<file path="src/rtl/mips_mem_pkg.sv">
// Shared encodings for the MIPS memory-access stage: access sizes, FSM states,
// byte-lane masks and the request context captured while a memory access is outstanding.
package mips_mem_pkg;

   localparam int unsigned DATA_W = 32;
   localparam int unsigned RD_W   = 5;

   localparam logic [1:0] SIZE_BYTE = 2'b00;
   localparam logic [1:0] SIZE_HALF = 2'b01;
   localparam logic [1:0] SIZE_WORD = 2'b10;

   localparam logic [0:0] ST_IDLE   = 1'b0;
   localparam logic [0:0] ST_ACCESS = 1'b1;

   localparam logic [3:0] BE_BYTE    = 4'b0001;
   localparam logic [3:0] BE_HALF_LO = 4'b0011;
   localparam logic [3:0] BE_HALF_HI = 4'b1100;
   localparam logic [3:0] BE_WORD    = 4'b1111;

   typedef struct packed {
      logic [RD_W-1:0] rd;
      logic            reg_write;
      logic            is_load;
      logic [1:0]      size;
      logic            zext;
      logic [1:0]      addr_lo;
   } mem_ctx_t;

   // Size 2'b11 behaves as a word access.
   function automatic logic is_misaligned(input logic [1:0] size, input logic [1:0] addr_lo);
      case (size)
         SIZE_BYTE: is_misaligned = 1'b0;
         SIZE_HALF: is_misaligned = addr_lo[0];
         SIZE_WORD: is_misaligned = (addr_lo != 2'b00);
         default:   is_misaligned = (addr_lo != 2'b00);
      endcase
   endfunction

endpackage

</file>
<file path="src/rtl/mem_access_stage_if.sv">
// Data-memory request/acknowledge bus between the MEM stage (master) and the data memory (slave).
interface mem_access_stage_if #(
   parameter int unsigned DMEM_ADDR_W = 32
) ();
   logic                   req;
   logic                   we;
   logic [DMEM_ADDR_W-1:0] addr;
   logic [3:0]             be;
   logic [31:0]            wdata;
   logic                   ack;
   logic [31:0]            rdata;

   modport master (output req, we, addr, be, wdata, input ack, rdata);
   modport slave  (input req, we, addr, be, wdata, output ack, rdata);
endinterface

</file>
<file path="src/rtl/mem_lane_align.sv">
// Combinational byte-lane steering: store enables/replication and load extraction/extension.
module mem_lane_align
   import mips_mem_pkg::*;
(
   input  logic [1:0]  size,
   input  logic [1:0]  addr_lo,
   input  logic        zext,
   input  logic [31:0] store_data,
   input  logic [31:0] load_word,
   output logic [3:0]  be_c,
   output logic [31:0] wdata_c,
   output logic [31:0] load_data_c
);
   logic [7:0]  lane_b;
   logic [15:0] lane_h;

   always_comb begin
      lane_b      = 8'(load_word >> {addr_lo, 3'b000});
      lane_h      = addr_lo[1] ? load_word[31:16] : load_word[15:0];
      be_c        = BE_WORD;
      wdata_c     = store_data;
      load_data_c = load_word;
      case (size)
         SIZE_BYTE: begin
            be_c        = BE_BYTE << addr_lo;
            wdata_c     = {4{store_data[7:0]}};
            load_data_c = zext ? {24'b0, lane_b} : {{24{lane_b[7]}}, lane_b};
         end
         SIZE_HALF: begin
            be_c        = addr_lo[1] ? BE_HALF_HI : BE_HALF_LO;
            wdata_c     = {2{store_data[15:0]}};
            load_data_c = zext ? {16'b0, lane_h} : {{16{lane_h[15]}}, lane_h};
         end
         default: ;
      endcase
   end
endmodule

</file>
<file path="src/rtl/mem_access_stage.sv">
// MIPS MEM pipeline stage: issues data-memory requests, stalls upstream until acknowledged,
// and produces the writeback bundle (ALU pass-through, formatted loads, misalignment flag).
module mem_access_stage
   import mips_mem_pkg::*;
#(
   parameter int unsigned DMEM_ADDR_W = 32
) (
   input  logic                   clock,
   input  logic                   reset_n,
   input  logic                   ex_valid,
   input  logic [DMEM_ADDR_W-1:0] ex_alu_result,
   input  logic [31:0]            ex_store_data,
   input  logic                   ex_mem_read,
   input  logic                   ex_mem_write,
   input  logic [1:0]             ex_size,
   input  logic                   ex_unsigned,
   input  logic [4:0]             ex_rd,
   input  logic                   ex_reg_write,
   mem_access_stage_if.master     dmem,
   output logic                   mem_stall,
   output logic                   wb_valid,
   output logic [31:0]            wb_data,
   output logic [4:0]             wb_rd,
   output logic                   wb_reg_write,
   output logic                   misalign_exc
);
   logic [0:0]             state_q, state_d;
   logic                   req_q, req_d, we_q, we_d;
   logic [DMEM_ADDR_W-1:0] addr_q, addr_d;
   logic [3:0]             be_q, be_d;
   logic [31:0]            wdata_q, wdata_d;
   mem_ctx_t               ctx_q, ctx_d;
   logic                   wb_valid_d, wb_reg_write_d, exc_d, stall_d;
   logic [31:0]            wb_data_d;
   logic [4:0]             wb_rd_d;

   logic                   in_access;
   logic [3:0]             lane_be;
   logic [31:0]            lane_wdata, lane_load;

   assign in_access = (state_q == ST_ACCESS);

   // One aligner: fed from ex_* when issuing, from the captured context when completing a load.
   mem_lane_align u_align (
      .size        (in_access ? ctx_q.size    : ex_size),
      .addr_lo     (in_access ? ctx_q.addr_lo : ex_alu_result[1:0]),
      .zext        (in_access ? ctx_q.zext    : ex_unsigned),
      .store_data  (ex_store_data),
      .load_word   (dmem.rdata),
      .be_c        (lane_be),
      .wdata_c     (lane_wdata),
      .load_data_c (lane_load)
   );

   always_comb begin
      state_d        = state_q;
      req_d          = req_q;
      we_d           = we_q;
      addr_d         = addr_q;
      be_d           = be_q;
      wdata_d        = wdata_q;
      ctx_d          = ctx_q;
      wb_valid_d     = 1'b0;
      wb_data_d      = wb_data;
      wb_rd_d        = wb_rd;
      wb_reg_write_d = 1'b0;
      exc_d          = 1'b0;
      case (state_q)
         ST_IDLE: begin
            if (ex_valid) begin
               if (!(ex_mem_read || ex_mem_write)) begin
                  wb_valid_d     = 1'b1;
                  wb_data_d      = 32'(ex_alu_result);
                  wb_rd_d        = ex_rd;
                  wb_reg_write_d = ex_reg_write;
               end else if (is_misaligned(ex_size, ex_alu_result[1:0])) begin
                  wb_valid_d = 1'b1;
                  wb_rd_d    = ex_rd;
                  exc_d      = 1'b1;
               end else begin
                  state_d = ST_ACCESS;
                  req_d   = 1'b1;
                  we_d    = ex_mem_write && !ex_mem_read;
                  addr_d  = {ex_alu_result[DMEM_ADDR_W-1:2], 2'b00};
                  be_d    = lane_be;
                  wdata_d = lane_wdata;
                  ctx_d   = '{rd: ex_rd, reg_write: ex_reg_write, is_load: ex_mem_read,
                              size: ex_size, zext: ex_unsigned, addr_lo: ex_alu_result[1:0]};
               end
            end
         end
         ST_ACCESS: begin
            if (dmem.ack) begin
               state_d    = ST_IDLE;
               req_d      = 1'b0;
               we_d       = 1'b0;
               wb_valid_d = 1'b1;
               wb_rd_d    = ctx_q.rd;
               if (ctx_q.is_load) begin
                  wb_data_d      = lane_load;
                  wb_reg_write_d = ctx_q.reg_write;
               end
            end
         end
         default: state_d = ST_IDLE;
      endcase
      stall_d = (state_d == ST_ACCESS);
   end

   always_ff @(posedge clock or negedge reset_n) begin
      if (!reset_n) begin
         state_q      <= ST_IDLE;
         req_q        <= 1'b0;
         we_q         <= 1'b0;
         addr_q       <= '0;
         be_q         <= 4'b0;
         wdata_q      <= 32'b0;
         ctx_q        <= '0;
         mem_stall    <= 1'b0;
         wb_valid     <= 1'b0;
         wb_data      <= 32'b0;
         wb_rd        <= 5'b0;
         wb_reg_write <= 1'b0;
         misalign_exc <= 1'b0;
      end else begin
         state_q      <= state_d;
         req_q        <= req_d;
         we_q         <= we_d;
         addr_q       <= addr_d;
         be_q         <= be_d;
         wdata_q      <= wdata_d;
         ctx_q        <= ctx_d;
         mem_stall    <= stall_d;
         wb_valid     <= wb_valid_d;
         wb_data      <= wb_data_d;
         wb_rd        <= wb_rd_d;
         wb_reg_write <= wb_reg_write_d;
         misalign_exc <= exc_d;
      end
   end

   assign dmem.req   = req_q;
   assign dmem.we    = we_q;
   assign dmem.addr  = addr_q;
   assign dmem.be    = be_q;
   assign dmem.wdata = wdata_q;
endmodule
</file>
<file path="src/flat_wrapper.sv">
// flat-port wrapper written by rule: the top's interface ports become plain ports
module mem_access_stage_flat import mips_mem_pkg::*;
#(
   parameter int unsigned DMEM_ADDR_W = 32
)
  (clock, reset_n, ex_valid, ex_alu_result, ex_store_data, ex_mem_read, ex_mem_write, ex_size, ex_unsigned, ex_rd, ex_reg_write, mem_stall, wb_valid, wb_data, wb_rd, wb_reg_write, misalign_exc, dmem_req, dmem_we, dmem_addr, dmem_be, dmem_wdata, dmem_ack, dmem_rdata);
  mem_access_stage_if #(.DMEM_ADDR_W(DMEM_ADDR_W)) dmem_i ();
  input  logic clock;
  input  logic reset_n;
  input  logic ex_valid;
  input  logic [DMEM_ADDR_W-1:0] ex_alu_result;
  input  logic [31:0] ex_store_data;
  input  logic ex_mem_read;
  input  logic ex_mem_write;
  input  logic [1:0] ex_size;
  input  logic ex_unsigned;
  input  logic [4:0] ex_rd;
  input  logic ex_reg_write;
  output logic mem_stall;
  output logic wb_valid;
  output logic [31:0] wb_data;
  output logic [4:0] wb_rd;
  output logic wb_reg_write;
  output logic misalign_exc;
  output wire logic [$bits(dmem_i.req)-1:0] dmem_req;
  output wire logic [$bits(dmem_i.we)-1:0] dmem_we;
  output wire logic [$bits(dmem_i.addr)-1:0] dmem_addr;
  output wire logic [$bits(dmem_i.be)-1:0] dmem_be;
  output wire logic [$bits(dmem_i.wdata)-1:0] dmem_wdata;
  input wire logic [$bits(dmem_i.ack)-1:0] dmem_ack;
  input wire logic [$bits(dmem_i.rdata)-1:0] dmem_rdata;
  assign dmem_req = dmem_i.req;
  assign dmem_we = dmem_i.we;
  assign dmem_addr = dmem_i.addr;
  assign dmem_be = dmem_i.be;
  assign dmem_wdata = dmem_i.wdata;
  assign dmem_i.ack = dmem_ack;
  assign dmem_i.rdata = dmem_rdata;
  mem_access_stage #(.DMEM_ADDR_W(DMEM_ADDR_W)) u_core (.clock(clock), .reset_n(reset_n), .ex_valid(ex_valid), .ex_alu_result(ex_alu_result), .ex_store_data(ex_store_data), .ex_mem_read(ex_mem_read), .ex_mem_write(ex_mem_write), .ex_size(ex_size), .ex_unsigned(ex_unsigned), .ex_rd(ex_rd), .ex_reg_write(ex_reg_write), .dmem(dmem_i), .mem_stall(mem_stall), .wb_valid(wb_valid), .wb_data(wb_data), .wb_rd(wb_rd), .wb_reg_write(wb_reg_write), .misalign_exc(misalign_exc));
endmodule
</file>
<file path="config.mk">
export PLATFORM = sky130hd
export DESIGN_NAME = mem_access_stage_flat
export DESIGN_NICKNAME = d
export VERILOG_FILES = /design/src/rtl/mips_mem_pkg.sv /design/src/rtl/mem_access_stage_if.sv /design/src/rtl/mem_lane_align.sv /design/src/rtl/mem_access_stage.sv /design/src/flat_wrapper.sv
export SDC_FILE = /design/constraint.sdc
export NUM_CORES = 1
export LEC_CHECK = 0
export CAP_MARGIN = 20
export CELL_PAD_IN_SITES_DETAIL_PLACEMENT = 0
export CELL_PAD_IN_SITES_GLOBAL_PLACEMENT = 1
export CORE_UTILIZATION = 36
export DETAILED_ROUTE_END_ITERATION = 7
export GPL_TIMING_DRIVEN = 0
export PLACE_DENSITY = 0.89
export SYNTH_ARGS = -nofsm -noshare
export SYNTH_HDL_FRONTEND = slang
export SYNTH_HIERARCHICAL = 1
export SYNTH_SLANG_ARGS = --single-unit
</file>
<file path="constraint.sdc">
create_clock -name clock -period 2.85 [get_ports clock]
set_clock_uncertainty 0.05 [all_clocks]
set_input_delay 0.285 -clock clock [delete_from_list [all_inputs] [get_ports clock]]
set_output_delay 0.285 -clock clock [all_outputs]
set_load 0.01 [all_outputs]
</file>
### After elaboration in Yosys (flattened, before gate mapping)

Cells that the tools add are included.

| storage, ports and cells | value |
|---|---|
| register bits | 121 |
| bits of input ports | 111 |
| output and inout port bits | 111 |

| cells by class | value |
|---|---|
| eq/ne operators | 9 |
| shift operators | 2 |
| muxes and demuxes | 51 |
| bitwise operators | 2 |
| reductions and logical operators | 10 |

Operators with widths:

| operator | count |
|---|---|
| 32-bit two-way mux | 6 |
| 32-bit case mux with 2 select lines | 3 |
| 32-bit by 5-bit right shift with 8-bit output | 1 |
| 1-bit two-way mux | 26 |
| 5-bit two-way mux | 4 |
| 16-bit two-way mux | 1 |
| 1-bit case mux with 2 select lines | 6 |
| 4-bit AND reduction | 3 |
| 2-bit inequality test, second input constant | 5 |
| 5-bit case mux with 2 select lines | 1 |
| 4-bit case mux with 2 select lines | 1 |
| 2-bit by 1-bit equality test with 1-bit output, second input constant | 2 |
| 2-bit logical NOT | 2 |
| 2-bit two-way mux | 2 |
| 4-bit two-way mux | 1 |
| 1-bit by 2-bit left shift with 4-bit output, first input constant | 1 |
| 3-bit inequality test, second input constant | 1 |
| 3-bit AND reduction | 1 |
| 2-bit by 1-bit inequality test with 1-bit output, second input constant | 1 |
| 1-bit inverter | 2 |
| 2-bit nonzero test | 1 |
| 1-bit logical AND | 1 |
| 1-bit logical NOT | 1 |
| 1-bit logical OR | 1 |

### Longest topological paths before layout

Gate-level depths: netlist of the first run.

| depth | value |
|---|---|
| depth in word-level cells | 9 |
| gate-level depth with buffers | 10 |
| gate-level depth less buffers | 6 |

### Cells and area by module

The synthesis of the first run kept the hierarchy.

Modules (own cells, without submodules):

| module | instances | cells an instance | area each (um^2) | seq. area each (um^2) |
|---|---|---|---|---|
| mem_access_stage | 1 | 354 | 5363.9 | 3027.9 |
| mem_lane_align | 1 | 188 | 1258.7 | 0.0 |

### Least setup slack after synthesis of the first run

OpenSTA, ideal clock, no wires.

| timing | value |
|---|---|
| path kind | register to register |
| start | reg u_core.state_q (netlist: u_core/in_access) |
| end | reg u_core.wb_data[23] |
| setup time | 126 ps |
| arrival | 2298 ps |
| required time | 2674 ps |
| setup slack | 376 ps |
| cell stages (with the launch flop) | 11 |
| buffers on the path | 4 |
| period minus slack after synthesis | 2474 ps |
| cells stage by stage | dfrtp_1 > buf_6 > buf_4 > mux2_2 > buf_6 > mux2_4 > a31oi_4 > buf_6 > o22ai_1 > mux2i_1 > a21oi_1 |

| between the ends | value |
|---|---|
| longest elaborated chain between the ends | 7 |
| elaborated cells between the ends (all ways) | 19 |
| those cells by class | eq/ne (5); shift (1); mux (10); bitwise (1); reduce/logical (2) |

Ends and longest elaborated chain:

| element | RTL line | source |
|---|---|---|
| start, declared | mem_access_stage.sv:27 | `logic [0:0] state_q, state_d;` |
| start signal, assigned | mem_access_stage.sv:126 | `state_q <= state_d;` |
| 2-bit two-way mux | mem_access_stage.sv:46 | `.addr_lo (in_access ? ctx_q.addr_lo : ex_alu_result[1:0]),` |
| 32-bit by 5-bit right shift with 8-bit output / 16-bit two-way mux (equally long branches) | mem_lane_align.sv:18, mem_lane_align.sv:19 |  |
| 32-bit two-way mux (on tied branches) | mem_lane_align.sv:27, mem_lane_align.sv:32 |  |
| 32-bit case mux with 2 select lines * | mem_lane_align.sv:23 | `case (size)` |
| net u_core.lane_load[23] | mem_access_stage.sv:39 | `logic [31:0] lane_wdata, lane_load;` |
| 32-bit two-way mux * | mem_access_stage.sv:99 | `if (ctx_q.is_load) begin` |
| 32-bit two-way mux * | mem_access_stage.sv:93 | `if (dmem.ack) begin` |
| 32-bit case mux with 2 select lines * | mem_access_stage.sv:68 | `case (state_q)` |
| end signal, assigned | mem_access_stage.sv:135 | `wb_data <= wb_data_d;` |
| end, declared | mem_access_stage.sv:22 | `output logic [31:0] wb_data,` |

The timed path passes the listed nets; every way through them passes the cells marked *. The select of a mux whose other input is x is not followed.
A chain may end at the register's enable or synchronous reset.

### Worst setup path after layout of the first run

| timing | value |
|---|---|
| start | reg u_core.state_q (netlist: u_core/in_access) |
| end | reg u_core.wb_data[25] |

Same word-level chain as after synthesis.

==> results of run 1 <==
-- flip-flops by register name (all words and copies together), names as in the netlist, 4 cells and up --
signal / cells
u_core/ctx_q: 12
u_core/dmem.addr: 30
u_core/dmem.be: 4
u_core/dmem.wdata: 32
u_core/wb_data: 32
u_core/wb_rd: 5
-- cell usage in the layout (no fill, tap or decap), drive strengths merged --
| master | instances |
|---|---|
| a21oi | 33 |
| a221o | 7 |
| a221oi | 2 |
| a22oi | 8 |
| a311oi | 1 |
| a31o | 1 |
| a31oi | 1 |
| and2 | 1 |
| and4b | 1 |
| buf | 45 |
| bufinv | 1 |
| clkbuf | 26 |
| clkdlybuf4s50 | 218 |
| clkinv | 9 |
| clkinvlp | 2 |
| conb | 2 |
| dfrtp | 121 |
| dlygate4sd3 | 1 |
| inv | 5 |
| mux2 | 104 |
| mux2i | 48 |
| nand2 | 44 |
| nand2b | 1 |
| nand3 | 1 |
| nor2 | 45 |
| nor2b | 21 |
| nor3 | 1 |
| nor4b | 1 |
| o21ai | 13 |
| o21bai | 4 |
| o221ai | 8 |
| o22ai | 17 |
| or2 | 2 |
| or3b | 1 |
-- metrics by stage --
step	area, um2	power, uW	utilization [%]	setup WS [ns]
2_1_floorplan	6626	4239	-	0.3762
3_3_place_gp	9105	5859	50.51	-3.507
3_5_place_dp	9134	5903	50.67	-0.09403
4_1_cts	9704	8000	53.84	0.07420
5_1_grt	9706	8355	53.85	-0.002686
6_report	9706	7926	53.85	0.1563
-- cell type report --
| class | instances | area (um2) | share of cell area, % |
|---|---|---|---|
| clock inverter | 12 | 101.3 | 1.044 |
| clock buffer | 20 | 456.7 | 4.705 |
| sequential | 121 | 3029 | 31.21 |
| inverter | 5 | 18.77 | 0.1934 |
| multi-input combinational | 368 | 3181 | 32.77 |
| buffer | 49 | 401.6 | 4.138 |
| tap | 229 | 286.5 | 2.952 |
| timing repair buffer | 221 | 2231 | 22.99 |
-- worst max-delay path, cell delays in order (launching register included) --
cell                      delay [ns]
sky130_fd_sc_hd__dfrtp_2        0.44
sky130_fd_sc_hd__buf_6          0.19
sky130_fd_sc_hd__buf_4          0.23
sky130_fd_sc_hd__mux2_2         0.36
sky130_fd_sc_hd__buf_6          0.14
sky130_fd_sc_hd__mux2_4         0.30
sky130_fd_sc_hd__a31oi_4        0.30
sky130_fd_sc_hd__buf_6          0.19
sky130_fd_sc_hd__o22ai_1        0.08
sky130_fd_sc_hd__mux2i_1        0.20
sky130_fd_sc_hd__a21oi_1        0.09
-- cells by family after synthesis --
logic type,synth area share [%]
and+or+nand+nor,8.313
muxes,29.36
buffers and inverters,6.348
other,0.05662
AOI/OAI and AO/OA,10.20
DFF,45.72
-- report_power, final --
group / total [uW] / internal, uW / switching, uW
clock network: 2040 / 1240 / 804
registers: 2630 / 2300 / 334
logic: 3250 / 1950 / 1310
total: 7930 / 5480 / 2450
-- layer usage --
layer	routed length [um]	track usage, %	up-vias
met5	0	0	-
met4	264	5.800	0
met3	1636	7.138	20
met2	9456	35.15	195
met1	8816	27.72	2521
li1	-	-	2408
-- worst max-delay path by stage --
| stage | startpoint | endpoint | slack [ns] | cells after the start |
|---|---|---|---|---|
| floorplan | u_core/in_access | u_core/wb_data[23] | 0.38 | 10 |
| global placement | reset_n | u_core/dmem.wdata[0] | -3.51 | 1 |
| detailed placement | u_core/in_access | u_core/wb_data[15] | -0.09 | 8 |
| CTS | u_core/in_access | u_core/wb_data[25] | 0.07 | 10 |
| global route | u_core/in_access | u_core/wb_data[25] | -0.003 | 10 |
| finish | u_core/in_access | u_core/wb_data[25] | 0.16 | 10 |
-- timing repair --
| item | in CTS | in global routing |
|---|---|---|
| hold endpoints to repair | 61 | 0 |
| setup endpoints to repair | 1 | 11 |
| cloned | 0 | 0 |
| gates resized for setup | 1 | 1 |
| hold buffers | 1 | 0 |
==> metrics.txt, run 1 <==
# TYPE chip_impl_metric gauge
chip_impl_metric{name="syn_inst",unit=""} 542
chip_impl_metric{name="synth_top_cell_area_share",unit="%"} 45.72
chip_impl_metric{name="die_area",unit="um2"} 18940
chip_impl_metric{name="clock_insertion_delay_worst_skew",unit="ns"} 0.41
chip_impl_metric{name="maximum_fanout_count_along_the_critical_path",unit=""} 10
chip_impl_metric{name="fillers",unit=""} 1575
chip_impl_metric{name="globalRouteOverflowTotal",unit=""} 0
chip_impl_metric{name="area.growth.synth_to_final",unit="%"} 46.55
chip_impl_metric{name="max_clock_freq",unit="MHz"} 371.2
chip_impl_metric{name="synth.yosys.seq_area_share",unit="%"} 45.72
chip_impl_metric{name="antenna-diode-count",unit=""} 0
chip_impl_metric{name="dp.final_hpwl",unit="um"} 14930
chip_impl_metric{name="num_rows",unit=""} 49
chip_impl_metric{name="power-per-cell-area",unit="nW/um2"} 816.6
chip_impl_metric{name="max-cap-violations",unit=""} 0
chip_impl_info{name="yosys.area.top_type",value="sky130_fd_sc_hd__dfrtp_1"} 1
chip_impl_metric{name="timing_hold_violations_final",unit=""} 0
chip_impl_metric{name="synth_async_sr_flop_share",unit="%"} 100.0
chip_impl_metric{name="critPathArrivalTime",unit="ns"} 2.93
chip_impl_metric{name="post-route-drc-count",unit=""} 0
chip_impl_metric{name="synthesis.yosys.warnings",unit=""} 6
chip_impl_metric{name="first_global_vias",unit=""} 5345
chip_impl_metric{name="dieHeight",unit="um"} 137.6
chip_impl_info{name="outcome",value="completed"} 1
chip_impl_metric{name="firstDrtPassIters",unit=""} 4
chip_impl_metric{name="synth-edff-count",unit=""} 0
chip_impl_metric{name="global_route_usage_sum",unit="%"} 21.75
chip_impl_metric{name="required",unit="ns"} 3.09
chip_impl_metric{name="antenna_left",unit=""} 0
chip_impl_metric{name="vias_per_cell",unit=""} 5.019
chip_impl_metric{name="routed_len_inst",unit="um"} 19.68
chip_impl_metric{name="power.leakage",unit="uW"} 0.004323
chip_impl_metric{name="clkSlewWorstSetupHoldPaths",unit="ns"} 0.06
chip_impl_info{name="synth_ff_type",value="sky130_fd_sc_hd__dfrtp_1"} 1
chip_impl_info{name="synth_commonest_cells",value="sky130_fd_sc_hd__dfrtp_1, sky130_fd_sc_hd__mux2_4, sky130_fd_sc_hd__mux2i_1, sky130_fd_sc_hd__nor2_1, sky130_fd_sc_hd__nand2_1"} 1
chip_impl_metric{name="die_x",unit="um"} 137.6
chip_impl_metric{name="avgSynthCellArea",unit="um2"} 12.22
chip_impl_info{name="worstReg2RegEnd",value="u_core/wb_data[25]"} 1
chip_impl_metric{name="slew_violations",unit=""} 0
chip_impl_metric{name="worst_pin_slew",unit="ns"} 0.8033
chip_impl_metric{name="grt_antenna_before_repair",unit=""} 0
chip_impl_metric{name="hold_ws",unit="ns"} 0.3803
chip_impl_info{name="synth.most_common_cell",value="sky130_fd_sc_hd__dfrtp_1"} 1
chip_impl_metric{name="pin_count",unit=""} 222
chip_impl_metric{name="final_nets",unit=""} 894
chip_impl_metric{name="slew-limit-headroom",unit="%"} 46.45
chip_impl_info{name="cts-root-buf",value="sky130_fd_sc_hd__clkbuf_16"} 1
chip_impl_metric{name="final-instance-count-excl-fill",unit=""} 1025
chip_impl_metric{name="post_cts_setup_inserts",unit=""} 0
chip_impl_metric{name="globalplace.congestion",unit=""} 0.8738
chip_impl_metric{name="numCtsBuffers",unit=""} 17
chip_impl_metric{name="setup.reg_to_reg.worst_slack",unit="ns"} 0.16
chip_impl_metric{name="ys_ff_latch",unit=""} 121
chip_impl_metric{name="cts.htree.levels",unit=""} 4
chip_impl_metric{name="dp.cells",unit=""} 992
chip_impl_metric{name="shortest_clock_period_the_worst_path_allows_after_layout",unit="ns"} 2.694
chip_impl_info{name="post_synth_main_area_contributors",value="sky130_fd_sc_hd__dfrtp_1, sky130_fd_sc_hd__mux2_4, sky130_fd_sc_hd__mux2i_1, sky130_fd_sc_hd__mux2_2, sky130_fd_sc_hd__nor2_1"} 1
chip_impl_info{name="cp-end-kind",value="flop"} 1
chip_impl_metric{name="vdd.ir_drop.worst",unit="V"} 0.0005091
chip_impl_metric{name="setup-tns-final",unit="ns"} 0
chip_impl_metric{name="synth_area",unit="um2"} 6623
chip_impl_metric{name="design.core.area",unit="um2"} 18020
chip_impl_metric{name="drtIter0Drc",unit=""} 315
chip_impl_metric{name="initial_utilization",unit="%"} 36.74
chip_impl_info{name="setup.worst_path.start_class",value="flop"} 1
chip_impl_metric{name="ff2ff_path_depth",unit=""} 10
chip_impl_info{name="hp-class",value="in2async"} 1
chip_impl_metric{name="setup_viol_count_final",unit=""} 0
chip_impl_info{name="startpoint_of_the_lowest_slack_register_to_register_path",value="u_core/in_access"} 1
chip_impl_metric{name="routed_wirelength",unit="um"} 20170
chip_impl_info{name="clock_tree_from_tritoncts",value="yes"} 1
chip_impl_metric{name="io_buffers",unit=""} 219
chip_impl_metric{name="cts_num_sinks",unit=""} 121
chip_impl_metric{name="wire_length_of_the_first_global_routing_pass",unit="um"} 30370
chip_impl_metric{name="final.period_utilization",unit="%"} 94.52
chip_impl_metric{name="num_vias",unit=""} 5144
chip_impl_metric{name="post_synth_num_cell_types",unit=""} 39
chip_impl_metric{name="clockBufferDepth",unit=""} 2
chip_impl_metric{name="pin_count_of_the_biggest_net_entering_global_routing",unit=""} 63
chip_impl_info{name="setup.worst_path.class",value="reg2reg"} 1
chip_impl_metric{name="layout-drive-gt1-share",unit="%"} 24.12
Power figures use the tool's default switching activity.
==> run 2: changes to the inputs <==
- MAX_ROUTING_LAYER: unset -> met4
==> metrics.txt, run 2 (synthesis results as in run 1) <==
# TYPE chip_impl_metric gauge
chip_impl_metric{name="pin_count_of_the_biggest_net_entering_global_routing",unit=""} 63
chip_impl_metric{name="pnr_total_power",unit="uW"} 7922
chip_impl_info{name="layout.cells.most_common",value="sky130_fd_sc_hd__clkdlybuf4s50_1"} 1
chip_impl_metric{name="slew-limit-headroom",unit="%"} 46.11
chip_impl_metric{name="pin_count",unit=""} 222
chip_impl_metric{name="design.core.area",unit="um2"} 18020
chip_impl_metric{name="first_global_vias",unit=""} 5362
chip_impl_metric{name="final_nets",unit=""} 894
chip_impl_metric{name="clkSlewWorstSetupHoldPaths",unit="ns"} 0.06
chip_impl_metric{name="maximum_fanout_count_along_the_critical_path",unit=""} 10
chip_impl_info{name="hp-class",value="in2async"} 1
chip_impl_metric{name="worst_pin_slew",unit="ns"} 0.8084
chip_impl_metric{name="post-route-drc-count",unit=""} 0
chip_impl_metric{name="post_cts_setup_inserts",unit=""} 0
chip_impl_metric{name="slew_violations",unit=""} 0
chip_impl_metric{name="vdd.ir_drop.worst",unit="V"} 0.0005044
chip_impl_metric{name="num_rows",unit=""} 49
chip_impl_metric{name="max-cap-violations",unit=""} 0
chip_impl_metric{name="numCtsBuffers",unit=""} 17
chip_impl_metric{name="hold_ws",unit="ns"} 0.3797
chip_impl_metric{name="area.growth.synth_to_final",unit="%"} 46.55
chip_impl_info{name="cts-root-buf",value="sky130_fd_sc_hd__clkbuf_16"} 1
chip_impl_metric{name="utilization",unit="%"} 53.85
chip_impl_metric{name="final.period_utilization",unit="%"} 95.67
chip_impl_metric{name="power-per-cell-area",unit="nW/um2"} 816.2
chip_impl_metric{name="cts.htree.levels",unit=""} 4
chip_impl_metric{name="clockBufferDepth",unit=""} 2
chip_impl_metric{name="num_vias",unit=""} 5151
chip_impl_metric{name="die_area",unit="um2"} 18940
chip_impl_metric{name="required",unit="ns"} 3.09
chip_impl_metric{name="antenna-diode-count",unit=""} 0
chip_impl_metric{name="cts_num_sinks",unit=""} 121
chip_impl_metric{name="setup_viol_count_final",unit=""} 0
chip_impl_metric{name="shortest_clock_period_the_worst_path_allows_after_layout",unit="ns"} 2.727
chip_impl_metric{name="globalRouteOverflowTotal",unit=""} 0
chip_impl_metric{name="pre_cts_ws",unit="ns"} -0.09403
chip_impl_metric{name="dp.final_hpwl",unit="um"} 14930
chip_impl_info{name="cp-end-kind",value="flop"} 1
chip_impl_metric{name="drtIter0Drc",unit=""} 303
chip_impl_info{name="setup.worst_path.start_class",value="flop"} 1
chip_impl_metric{name="max_clock_freq",unit="MHz"} 366.7
chip_impl_metric{name="die_x",unit="um"} 137.6
chip_impl_metric{name="dieHeight",unit="um"} 137.6
chip_impl_metric{name="setup-tns-final",unit="ns"} 0
chip_impl_metric{name="final.setup.worst_slack",unit="ns"} 0.1233
chip_impl_metric{name="power.leakage",unit="uW"} 0.004323
chip_impl_metric{name="critPathArrivalTime",unit="ns"} 2.96
chip_impl_metric{name="clock_insertion_delay_worst_skew",unit="ns"} 0.41
chip_impl_metric{name="antenna_left",unit=""} 0
chip_impl_info{name="outcome",value="completed"} 1
chip_impl_metric{name="layout-drive-gt1-share",unit="%"} 24.12
chip_impl_metric{name="globalplace.congestion",unit=""} 0.8881
chip_impl_metric{name="global_route_usage_sum",unit="%"} 22.37
chip_impl_metric{name="routed_len_inst",unit="um"} 19.67
chip_impl_info{name="clock_tree_from_tritoncts",value="yes"} 1
chip_impl_metric{name="firstDrtPassIters",unit=""} 5
chip_impl_metric{name="routed_wirelength",unit="um"} 20160
chip_impl_metric{name="io_buffers",unit=""} 219
chip_impl_info{name="setup.worst_path.class",value="reg2reg"} 1
chip_impl_metric{name="initial_utilization",unit="%"} 36.74
chip_impl_metric{name="grt_antenna_before_repair",unit=""} 0
chip_impl_metric{name="vias_per_cell",unit=""} 5.025
chip_impl_metric{name="timing_hold_violations_final",unit=""} 0
chip_impl_metric{name="wire_length_of_the_first_global_routing_pass",unit="um"} 30300
chip_impl_info{name="mostFrequentLayoutCells",value="sky130_fd_sc_hd__clkdlybuf4s50_1, sky130_fd_sc_hd__dfrtp_1, sky130_fd_sc_hd__mux2_4"} 1
run 2: cell counts in the layout (fill, tap and decap cells not counted):
Identical to the previous run, type by type.
run 2: final cells by class:
type                    count  area, um2
clock inverters            12      101.3
plain buffers              49      401.6
flip-flops and latches    121       3029
inverters                   5      18.77
clock buffers              20      456.7
fillers                  1575       8319
repair buffers            221       2231
well taps                 229      286.5
multi-input cells         368       3181
run 2: where the power goes:
| group | leakage [uW] | internal [uW] | total, uW | switching (uW) |
|---|---|---|---|---|
| logic | 0.00264 | 1950 | 3260 | 1310 |
| registers | 0.00141 | 2300 | 2630 | 335 |
| clock network | 0.000275 | 1240 | 2040 | 798 |
run 2: per-layer routing:
| metal | wire, um | GRT usage (%) |
|---|---|---|
| met1 | 8984 | 28.09 |
| met4 | 265 | 5.800 |
| met5 | 0 | - |
| met2 | 9469 | 35.09 |
| met3 | 1441 | 6.512 |
run 2: worst max-delay path: stages (launching register included):
cell                      delay, ns
sky130_fd_sc_hd__dfrtp_2       0.44
sky130_fd_sc_hd__buf_6         0.19
sky130_fd_sc_hd__buf_4         0.23
sky130_fd_sc_hd__mux2_2        0.36
sky130_fd_sc_hd__buf_6         0.14
sky130_fd_sc_hd__mux2_4        0.30
sky130_fd_sc_hd__a31oi_4       0.31
sky130_fd_sc_hd__buf_6         0.19
sky130_fd_sc_hd__o22ai_1       0.08
sky130_fd_sc_hd__mux2i_1       0.21
sky130_fd_sc_hd__a21oi_1       0.10
run 2: path summary, 6_finish.rpt:
| path | cells past startpoint | slack [ns] | end | from |
|---|---|---|---|---|
| max | 10 | 0.12 | u_core/wb_data[25] | u_core/in_access |
| min in group clock | 3 | 0.42 | u_core/wb_reg_write | ex_reg_write |
| min | 2 | 0.38 | u_core/dmem.addr[28] | reset_n |
| max reg2reg | 10 | 0.12 | u_core/wb_data[25] | u_core/in_access |
| min reg2reg | 2 | 0.44 | u_core/dmem.req | u_core/dmem.req |
| max in group asynchronous | 3 | 1.64 | u_core/in_access | reset_n |
run 2: repair_timing:
item                       in CTS  in global routing
gates resized for setup         1                  1
setup endpoints to repair       1                 10
hold endpoints to repair       61                  0
hold buffers                    1                  0
run 2: stage by stage:
stage | std cells | cell area, um2
detailed placement | 992 | 9134
global route | 1025 | 9706
floorplan | 543 | 6626
CTS | 1025 | 9704
finish | 1025 | 9706
global placement | 991 | 9105
==> run 3: changes to the inputs <==
- PLACE_DENSITY: 0.89 -> unset
- PLACE_DENSITY_LB_ADDON: unset -> 0.08
==> metrics.txt, run 3 (synthesis results as in run 1) <==
# TYPE chip_impl_metric gauge
chip_impl_metric{name="dp.final_hpwl",unit="um"} 15140
chip_impl_metric{name="antenna-diode-count",unit=""} 0
chip_impl_metric{name="critPathArrivalTime",unit="ns"} 3.00
chip_impl_metric{name="power-per-cell-area",unit="nW/um2"} 855.6
chip_impl_metric{name="setup.reg_to_reg.worst_slack",unit="ns"} 0.14
chip_impl_metric{name="area.growth.synth_to_final",unit="%"} 48.65
chip_impl_metric{name="layout-drive-gt1-share",unit="%"} 24.37
chip_impl_metric{name="cts.htree.levels",unit=""} 4
chip_impl_metric{name="num_rows",unit=""} 49
chip_impl_metric{name="setup_viol_count_final",unit=""} 0
chip_impl_info{name="hp-class",value="in2async"} 1
chip_impl_metric{name="final-instance-count-excl-fill",unit=""} 1025
chip_impl_metric{name="globalplace.congestion",unit=""} 0.8551
chip_impl_metric{name="globalRouteOverflowTotal",unit=""} 0
chip_impl_info{name="outcome",value="completed"} 1
chip_impl_metric{name="post_cts_setup_inserts",unit=""} 0
chip_impl_metric{name="die_area",unit="um2"} 18940
chip_impl_info{name="clock_tree_from_tritoncts",value="yes"} 1
chip_impl_metric{name="shortest_clock_period_the_worst_path_allows_after_layout",unit="ns"} 2.712
chip_impl_info{name="layout.cells.most_common",value="sky130_fd_sc_hd__clkdlybuf4s50_1"} 1
chip_impl_metric{name="max-cap-violations",unit=""} 0
chip_impl_info{name="cp-end-kind",value="flop"} 1
chip_impl_metric{name="final_nets",unit=""} 894
chip_impl_metric{name="io_buffers",unit=""} 219
chip_impl_info{name="setup.worst_path.class",value="reg2reg"} 1
chip_impl_metric{name="drtIter0Drc",unit=""} 209
chip_impl_metric{name="wire_length_of_the_first_global_routing_pass",unit="um"} 30030
chip_impl_metric{name="vias_per_cell",unit=""} 5.019
chip_impl_metric{name="maximum_fanout_count_along_the_critical_path",unit=""} 10
chip_impl_metric{name="pin_count",unit=""} 222
chip_impl_info{name="rsz_0062_raised_after_global_routing",value="no"} 1
chip_impl_metric{name="clock_insertion_delay_worst_skew",unit="ns"} 0.41
chip_impl_metric{name="max_clock_freq",unit="MHz"} 368.7
chip_impl_metric{name="firstDrtPassIters",unit=""} 6
chip_impl_metric{name="utilization",unit="%"} 54.62
chip_impl_metric{name="pin_count_of_the_biggest_net_entering_global_routing",unit=""} 86
chip_impl_metric{name="dp.cells",unit=""} 992
chip_impl_metric{name="dieHeight",unit="um"} 137.6
chip_impl_metric{name="fillers",unit=""} 1547
chip_impl_metric{name="num_vias",unit=""} 5144
chip_impl_metric{name="final.period_utilization",unit="%"} 95.17
chip_impl_metric{name="grt_antenna_before_repair",unit=""} 0
chip_impl_info{name="mostFrequentLayoutCells",value="sky130_fd_sc_hd__clkdlybuf4s50_1, sky130_fd_sc_hd__dfrtp_1, sky130_fd_sc_hd__mux2_4"} 1
chip_impl_metric{name="slew_violations",unit=""} 0
chip_impl_metric{name="first_global_vias",unit=""} 5286
chip_impl_metric{name="pre_cts_ws",unit="ns"} -0.2082
chip_impl_metric{name="initial_utilization",unit="%"} 36.74
chip_impl_metric{name="final.setup.worst_slack",unit="ns"} 0.1377
chip_impl_metric{name="vdd.ir_drop.worst",unit="V"} 0.0005358
chip_impl_metric{name="placed_cell_area",unit="um2"} 9134
chip_impl_metric{name="routed_wirelength",unit="um"} 20300
chip_impl_metric{name="timing_hold_violations_final",unit=""} 0
chip_impl_metric{name="global_route_usage_sum",unit="%"} 22.36
chip_impl_metric{name="required",unit="ns"} 3.14
chip_impl_metric{name="numCtsBuffers",unit=""} 17
chip_impl_metric{name="post-route-drc-count",unit=""} 0
chip_impl_metric{name="clkSlewWorstSetupHoldPaths",unit="ns"} 0.06
chip_impl_metric{name="design.core.area",unit="um2"} 18020
chip_impl_metric{name="die_x",unit="um"} 137.6
chip_impl_metric{name="pnr_total_power",unit="uW"} 8423
chip_impl_info{name="cts-root-buf",value="sky130_fd_sc_hd__clkbuf_16"} 1
chip_impl_metric{name="antenna_left",unit=""} 0
chip_impl_metric{name="ff2ff_path_depth",unit=""} 10
chip_impl_metric{name="clockBufferDepth",unit=""} 2
chip_impl_info{name="setup.worst_path.start_class",value="flop"} 1
chip_impl_metric{name="power.leakage",unit="uW"} 0.004390
chip_impl_info{name="startpoint_of_the_lowest_slack_register_to_register_path",value="u_core/in_access"} 1
chip_impl_metric{name="routed_len_inst",unit="um"} 19.80
chip_impl_metric{name="worst_pin_slew",unit="ns"} 0.7683
chip_impl_info{name="worstReg2RegEnd",value="u_core/wb_data[16]"} 1
chip_impl_metric{name="cts_num_sinks",unit=""} 121
chip_impl_metric{name="slew-limit-headroom",unit="%"} 48.78
chip_impl_metric{name="cell_area_after_layout",unit="um2"} 9844
[run 3: changes by cell type in the layout (fill, tap and decap cells not counted), sizes merged]
| cell | previous run | this run |
|---|---|---|
| bufinv | 1 | 6 |
| clkinv | 9 | 4 |
| clkbuf | 26 | 27 |
| clkinvlp | 2 | 1 |
[run 3: power breakdown]
group	internal [uW]	leakage, uW	switching [uW]
Combinational	1950	0.00265	1320
Sequential	2300	0.00141	331
Clock	1730	0.000339	797
Total	5980	0.00439	2450
[run 3: metal layers]
| layer | track usage [%] | wire [um] |
|---|---|---|
| met5 | - | 0 |
| met4 | 5.922 | 220 |
| met3 | 5.629 | 1392 |
| met2 | 35.62 | 9723 |
| met1 | 28.13 | 8959 |
[run 3: cell type report]
class | instances | area, um2 | share of cell area, %
tap | 229 | 286.5 | 2.911
buffer | 49 | 402.9 | 4.093
timing repair buffer | 221 | 2231 | 22.66
inverter | 5 | 18.77 | 0.1906
sequential | 121 | 3029 | 30.77
multi-input combinational | 368 | 3181 | 32.31
clock inverter | 11 | 215.2 | 2.186
clock buffer | 21 | 480.5 | 4.881
[run 3: worst max-delay path: stages, from the launching register on]
cell                       delay (ns)
sky130_fd_sc_hd__dfrtp_2         0.44
sky130_fd_sc_hd__buf_6           0.20
sky130_fd_sc_hd__buf_4           0.23
sky130_fd_sc_hd__mux2_2          0.37
sky130_fd_sc_hd__buf_6           0.15
sky130_fd_sc_hd__or2_2           0.27
sky130_fd_sc_hd__clkbuf_1        0.14
sky130_fd_sc_hd__buf_2           0.23
sky130_fd_sc_hd__o22ai_1         0.27
sky130_fd_sc_hd__mux2i_1         0.11
sky130_fd_sc_hd__a21oi_1         0.15
[run 3: per-stage QoR]
step / hold WS, ns / TNS, ns
3_5_place_dp: 0.1609 / -0.2082
4_1_cts: 0.2892 / 0
3_3_place_gp: 0.4149 / -408.23
6_report: 0.2924 / 0
5_1_grt: 0.3369 / 0
2_1_floorplan: -0.06059 / 0
[run 3: worst max-delay path by stage]
| stage | from | end | slack [ns] | cells after the start |
|---|---|---|---|---|
| floorplan | u_core/in_access | u_core/wb_data[23] | 0.38 | 10 |
| global route | u_core/in_access | u_core/wb_data[31] | 0.02 | 9 |
| global placement | reset_n | u_core/dmem.wdata[17] | -3.38 | 1 |
| CTS | u_core/in_access | u_core/wb_data[16] | 0.04 | 10 |
| finish | u_core/in_access | u_core/wb_data[16] | 0.14 | 10 |
| detailed placement | u_core/in_access | u_core/wb_data[15] | -0.21 | 8 |
[run 3: what timing repair did]
action,CTS,global route
pin swaps,0,1
resized for setup,1,3
setup endpoints to repair,1,25
endpoints found under the hold margin,36,0
hold buffers,1,0
